$ cat config.mk
export PLATFORM = sky130hd
export DESIGN_NAME = math_sched
export DESIGN_NICKNAME = d
export VERILOG_FILES = /design/src/rtl/math_sched.sv
export SDC_FILE = /design/constraint.sdc
export NUM_CORES = 1
export LEC_CHECK = 0
export BUFFER_PORTS_ARGS = -buffer_cell sky130_fd_sc_hd__buf_2
export CORE_AREA = 2 2 127 129
export CTS_CLUSTER_SIZE = 8
export DETAILED_ROUTE_END_ITERATION = 8
export DIE_AREA = 0 0 129 131
export GPL_TIMING_DRIVEN = 0
export PLACE_DENSITY_LB_ADDON = 0.25
export SLEW_MARGIN = 10
export SYNTH_ARGS = -nofsm -noshare
export SYNTH_HDL_FRONTEND = slang
export SYNTH_SLANG_ARGS = --single-unit
$ cat constraint.sdc
create_clock -name clk -period 1.41 [get_ports clk]
set_input_delay 0.141 -clock clk [delete_from_list [all_inputs] [get_ports clk]]
set_output_delay 0.141 -clock clk [all_outputs]
set_load 0.1 [all_outputs]
$ cat src/rtl/math_sched.sv
// math_sched: round-robin front end for the shared math engine, plus the
// quiesce / drain / isolate / restart sequence used around partial
// reconfiguration of the engine region.
module math_sched #(
    parameter int ENG_LAT = 1
) (
    input  logic        clk,
    input  logic        rst,
    input  logic        r0_valid,
    output logic        r0_ready,
    input  logic [31:0] r0_ain,
    input  logic [31:0] r0_bin,
    input  logic        r1_valid,
    output logic        r1_ready,
    input  logic [31:0] r1_ain,
    input  logic [31:0] r1_bin,
    output logic        rsp_valid,
    output logic        rsp_id,
    output logic [31:0] rsp_data,
    output logic [31:0] eng_ain,
    output logic [31:0] eng_bin,
    input  logic [31:0] eng_result,
    input  logic [31:0] eng_statistic,
    output logic        eng_rst,
    input  logic        pr_req,
    output logic        pr_ack,
    output logic [31:0] stat_snap
);

    typedef enum logic [1:0] {
        S_RUN     = 2'd0,
        S_DRAIN   = 2'd1,
        S_HOLD    = 2'd2,
        S_RESTART = 2'd3
    } state_t;

    state_t              state_q, state_d;
    logic                last_q, last_d;
    logic [31:0]         ain_q, ain_d;
    logic [31:0]         bin_q, bin_d;
    logic [31:0]         snap_q, snap_d;
    // Tag pipe: stage 0 is loaded on a transfer, stage ENG_LAT lines up with
    // the engine result for that transfer.
    logic [ENG_LAT:0]    tag_vld_q, tag_vld_d;
    logic [ENG_LAT:0]    tag_id_q, tag_id_d;

    logic                grant_ok;
    logic                gnt0, gnt1;
    logic                xfer;
    logic                in_flight;

    // Arbitration: only in RUN with no pending quiesce; tie goes to the
    // requester that did not win last.
    always_comb begin
        grant_ok = (state_q == S_RUN) && !pr_req;
        gnt0     = grant_ok && r0_valid && (!r1_valid || last_q);
        gnt1     = grant_ok && r1_valid && (!r0_valid || !last_q);
        xfer     = gnt0 || gnt1;
        // The last stage may be issuing its response this cycle; only the
        // earlier stages count as still outstanding.
        in_flight = |tag_vld_q[ENG_LAT-1:0];
    end

    // Next-state, operand, pointer, tag pipe and snapshot logic.
    always_comb begin
        state_d   = state_q;
        last_d    = last_q;
        ain_d     = ain_q;
        bin_d     = bin_q;
        snap_d    = snap_q;
        tag_vld_d = {tag_vld_q[ENG_LAT-1:0], xfer};
        tag_id_d  = {tag_id_q[ENG_LAT-1:0], gnt1};

        if (gnt0) begin
            ain_d  = r0_ain;
            bin_d  = r0_bin;
            last_d = 1'b0;
        end else if (gnt1) begin
            ain_d  = r1_ain;
            bin_d  = r1_bin;
            last_d = 1'b1;
        end

        unique case (state_q)
            S_RUN: begin
                if (pr_req) state_d = S_DRAIN;
            end
            S_DRAIN: begin
                if (!in_flight) begin
                    snap_d  = eng_statistic;
                    state_d = S_HOLD;
                end
            end
            S_HOLD: begin
                // Zero the operands as we leave isolation so the engine
                // comes out of reset computing on a quiet input.
                if (!pr_req) begin
                    ain_d   = '0;
                    bin_d   = '0;
                    state_d = S_RESTART;
                end
            end
            S_RESTART: begin
                ain_d   = '0;
                bin_d   = '0;
                state_d = S_RUN;
            end
            default: state_d = S_RESTART;
        endcase
    end

    // State registers; reset discards in-flight tags and the snapshot.
    always_ff @(posedge clk) begin
        if (rst) begin
            state_q   <= S_RESTART;
            last_q    <= 1'b1;
            ain_q     <= '0;
            bin_q     <= '0;
            snap_q    <= '0;
            tag_vld_q <= '0;
            tag_id_q  <= '0;
        end else begin
            state_q   <= state_d;
            last_q    <= last_d;
            ain_q     <= ain_d;
            bin_q     <= bin_d;
            snap_q    <= snap_d;
            tag_vld_q <= tag_vld_d;
            tag_id_q  <= tag_id_d;
        end
    end

    assign r0_ready  = gnt0;
    assign r1_ready  = gnt1;
    assign rsp_valid = tag_vld_q[ENG_LAT];
    assign rsp_id    = tag_id_q[ENG_LAT];
    assign rsp_data  = eng_result;
    assign eng_ain   = ain_q;
    assign eng_bin   = bin_q;
    assign eng_rst   = (state_q == S_HOLD) || (state_q == S_RESTART);
    assign pr_ack    = (state_q == S_HOLD);
    assign stat_snap = snap_q;

endmodule
Yosys cells after proc, flatten, opt, wreduce, memory -nomap -nowiden
Cells that the tools add are included.
- flip-flop bits (word level): 103
- input bits: 197
- equality and inequality tests: 6
- mux-type cells: 14
- bitwise operators: 1
- reductions and logical operators: 17
- operators with widths (operator ; count):
    2-to-1 mux 32 bit ; 6
    one-hot mux 32 bit (2 select lines) ; 2
    one-hot mux 2 bit (4 select lines) ; 1
    2-to-1 mux 2 bit ; 3
    inequality test 2 bit (second input constant) ; 3
    logical AND 1 bit ; 5
    == test 2 bit (second input constant) ; 2
    zero test 1 bit ; 4
    logical OR 1 bit ; 4
    AND reduction 3 bit ; 1
    == test 2 x 1 -> 1 bit (second input constant) ; 1
    zero test 2 bit ; 1
    2-to-1 mux 1 bit ; 2
    AND reduction 2 bit ; 1
    nonzero test 2 bit ; 1
    inverter 1 bit ; 1

Logic depth before layout (Yosys ltp)
- word-level depth: 8
- gate-level depth with buffers: 7
- mapped depth without buffers: 5

Worst setup path after synthesis
Ideal clock, no wire load.
- kind: register to register
- start: reg state_q[0]
- end: reg ain_q[10], in the netlist eng_ain[10]
- library setup time: 0.142 ns
- arrival time: 2.653 ns
- required time: 1.268 ns
- setup slack: -1.385 ns
- cell stages (with the launch flop): 8
- buffers on the path: 2
- period minus slack after synthesis: 2.795 ns
- cells stage by stage: dfxtp_1 -> inv_1 -> ha_1 -> or2_1 -> a21o_1 -> buf_2 -> buf_2 -> a311oi_1
- elaborated cells on any way between the ends: 12
- RTL lines (item ; line ; text):
    from (decl) ; 37 ; state_t state_q, state_d;
    from (signal assigned) ; 123 ; state_q <= state_d;
    == test 2 bit ; - ;
    named net pr_ack ; 26 ; output logic pr_ack,
    one-hot mux 32 bit (2 select lines) ; 84 ; unique case (state_q)
    to (signal assigned) ; 125 ; ain_q <= ain_d;
    to (decl) ; 39 ; logic [31:0] ain_q, ain_d;
The timed path passes the listed nets, and every way through them passes these cells.
A chain may end at the register's enable or synchronous reset.

Worst setup path in the final report
- start: reg state_q[1]
- end: out r0_ready
- longest elaborated chain between the ends: 4
- RTL lines (item ; line ; text):
    zero test 2 bit ; 55 ; grant_ok = (state_q == S_RUN) && !pr_req;
    logical AND 1 bit ; 55 ;
    logical AND 1 bit (2 in a row) ; 56 ; gnt0 = grant_ok && r0_valid && (!r1_valid || last_q);
    to (decl) ; 10 ; output logic r0_ready,
Every way passes these cells.

==> flow_metrics.env <==
export IMPL_outcome="complete, but fails checks"
export IMPL_violations="negative setup slack"
export IMPL_rows=46
export IMPL_critPathSlowestCell="dfxtp_4"
export IMPL_min_from="eng_statistic[3]"
export IMPL_max_freq_ghz=0.5427
export IMPL_reg2reg_to="eng_bin[31]$_SDFF_PP0_"
export IMPL_drv_cap=0
export IMPL_worstPathMaxFanout=4
export IMPL_gp_congestion=0.7925
export IMPL_tightest_slew_ns=0.5221
export IMPL_via_per_inst=5.130
export IMPL_yosysMostFrequentCell="dfxtp_1"
export IMPL_vdd_drop_max_v=0.0008149
export IMPL_cp_required_ns=1.27
export IMPL_whs_path_depth=3
export IMPL_path_class="flop to output port"
export IMPL_area_growth_syn_to_layout_pct=63.47
export IMPL_firstDrtPassIters=4
export IMPL_num_nets_final=1122
export IMPL_holdPathEnd="stat_snap[3]$_SDFFE_PP0P_"
export IMPL_synthFlopType="dfxtp_1"
export IMPL_multi_input_comb_area_um2=2646
export IMPL_drv_slew=0
export IMPL_ant_nets=0
export IMPL_antenna_found_initial=1
export IMPL_clk_latency_ns=0.35
export IMPL_avgSynthCellArea_um2=8.181
export IMPL_ff2ff_path_depth=8
export IMPL_cts_sink_count=103
export IMPL_chipHeight_um=131
export IMPL_wl_mm=18.68
export IMPL_crit_chain="inv_4 -> ha_4 -> nand3b_4 -> or2_4 -> buf_6 -> buf_8 -> clkinvlp_4 -> buf_12"
export IMPL_synthTopCellsByCount="dfxtp_1 (103), nand2_1 (69), a311oi_1 (64), nand3_1 (64), nor3_1 (64)"
export IMPL_fin_worst_skew_ns=0.008954
export IMPL_numCtsBuffers=9
export IMPL_synth_cell_types=31
export IMPL_syn_nets=794
export IMPL_seqCellArea_um2=2069
export IMPL_setup_slack_ns=-0.4325
export IMPL_min_path_type="primary input to flop"
export IMPL_leakage_uw=0.003349
export IMPL_hpwl_mm=12.92
export IMPL_critPathBufInv=5
export IMPL_relSlewSlack_pct=65.19
export IMPL_syn_cell_area_um2=4843
export IMPL_rsz0062_at_grt="true"
export IMPL_drtIter0Drc=293
export IMPL_cts_clk_slew_worst_paths_ns=0.08
export IMPL_layoutNonFillerInstCount=1142
export IMPL_clock_path_buffers=2
export IMPL_syn_inst=592
export IMPL_cpPeakStageDelay_ns=0.36
export IMPL_h_tree_depth=3
export IMPL_ys_top_cells_by_area="dfxtp_1 (43%), a311oi_1 (12%), nand3_1 (6.6%)"
export IMPL_drc=0
export IMPL_hold_buffers=0
export IMPL_initial_utilization_pct=31.05
export IMPL_layout_worst_path_cycle_share_pct=130.7
export IMPL_ctsRootBufferMaster="clkbuf_16"
export IMPL_r2r_start="state_q[0]$_SDFFE_PP1P_"
export IMPL_post_synth_top_area_cell="dfxtp_1"
export IMPL_wl_per_cell_um=16.35
export IMPL_yosysSeqAreaShare_pct=42.57
export IMPL_num_fill_cells=1540
export IMPL_finalHoldViolCount=0
export IMPL_die_x_um=129
export IMPL_yosys_warnings=0
export IMPL_reg2reg_setup_slack_ns=-0.42
export IMPL_p_per_area_nw_per_um2=1563
export IMPL_crit_path_end_kind="output port"
export IMPL_synth_top_area_share_pct=42.57
export IMPL_drive_above_1_share_pct=54.81
export IMPL_grt_max_degree=20
export IMPL_coreArea_um2=15600
export IMPL_grt_pass1_wl_mm=27.26
export IMPL_track_usage_pct=20.47
export IMPL_ys_seq_elements=103
export IMPL_setup_violations=69
export IMPL_io_buffers=298
export IMPL_final_util_pct=50.76
export IMPL_first_global_vias=5322
export IMPL_dp_cells=1106
export IMPL_cts_tree="yes"
export IMPL_fp_dieArea_um2=16900
export IMPL_arrival_ns=1.70
export IMPL_vias=5858
export IMPL_start_kind="flop"
export IMPL_ios=331
export IMPL_critPathTopFamily="buffers and inverters"
export IMPL_synthArstFlopShare_pct=0
export IMPL_fin_crit_ns=1.843
export IMPL_holdWs_ns=0.01325
export IMPL_synth_edff_count=0
export IMPL_grt_overflow_total=0
## stage by stage
| stage | power (uW) | setup TNS, ns | cell area (um2) | setup WS [ns] |
|---|---|---|---|---|
| floorplan | 7442 | -24.58 | 4917 | -0.3801 |
| detailed placement | 8480 | -32.46 | 6679 | -0.6328 |
| finish | 12370 | -22.39 | 7918 | -0.4325 |
| CTS | 11880 | -22.63 | 7522 | -0.4467 |
| global route | 12900 | -26.22 | 7918 | -0.4875 |
| global placement | 8477 | -30.95 | 6679 | -0.6320 |
## metal layers
metal	share of wire (%)	track usage, %	up-vias
met3	6.5	3.705	31
li1	-	-	2793
met1	42	25.69	2787
met4	2.3	8.376	0
met2	49	34.83	247
met5	0	0	-
## cells in the final DEF, fill, tap and decap left out, drive strengths merged
| cell | count |
|---|---|
| and4 | 1 |
| nand2b | 1 |
| and2 | 1 |
| a311oi | 64 |
| clkinv | 2 |
| dfxtp | 103 |
| o211ai | 1 |
| nand3b | 2 |
| and3b | 1 |
| a21o | 1 |
| buf | 393 |
| a21oi | 33 |
| o21ai | 65 |
| clkinvlp | 2 |
| diode | 1 |
| or2b | 1 |
| nand2 | 69 |
| clkbuf | 32 |
| nor3 | 64 |
| ha | 5 |
| nor2 | 2 |
| and3 | 1 |
| nor2b | 4 |
| or2 | 2 |
| nand3 | 64 |
| or3 | 1 |
| a31oi | 2 |
| bufinv | 1 |
| inv | 7 |
## worst max path at each step
stage | from | end | slack (ns) | cells after the start
final | state_q[1]$_SDFFE_PP1P_ | r0_ready | -0.43 | 8
after global routing | state_q[1]$_SDFFE_PP1P_ | r0_ready | -0.49 | 8
after CTS | state_q[1]$_SDFFE_PP1P_ | r0_ready | -0.45 | 8
after detailed placement | state_q[1]$_SDFFE_PP1P_ | r1_ready | -0.63 | 8
after global placement | state_q[1]$_SDFFE_PP1P_ | r1_ready | -0.63 | 8
after floorplan | state_q[0]$_SDFFE_PP1P_ | eng_ain[10]$_SDFF_PP0_ | -0.38 | 7
## registers in the layout, summed over array words and instances (netlist names)
register / flops
stat_snap: 32
last_q: 1
tag_id_q: 2
state_q: 2
tag_vld_q: 2
eng_bin: 32
eng_ain: 32
## power by group
group	switching, uW	internal (uW)	total, uW
sequential	155	3220	3380
combinational	4370	1960	6330
clock	1240	1420	2660
## layout make-up
type	instances	share of cell area (%)
multi-input combinational	385	33.42
sequential	103	26.14
timing repair buffer	318	22.12
buffer	98	10.52
tap	216	3.413
clock buffer	9	2.845
clock inverter	7	1.106
inverter	5	0.3951
antenna	1	0.03161
## worst register-to-register path, stage by stage, from the launching register on
cell and delay (ns):
dfxtp_4 0.36, inv_4 0.04, buf_4 0.13, ha_4 0.17, or2_4 0.24, a21o_4 0.24
buf_12 0.15, buf_12 0.15, a311oi_2 0.24
## repair_timing
item | CTS | global route
buffers inserted | 11 | 5
gates cloned | 2 | 2
pin swaps | 4 | 2
setup endpoints to repair | 102 | 101
resized for setup | 98 | 67
## cell families after synthesis
group	Yosys count	synth area share [%]
fa+ha+maj	5	1.292
simple gates	214	21.11
flops	103	42.57
compound gates	166	22.27
buf+inv	104	12.76
No activity file was read; power rests on OpenSTA's default activity.
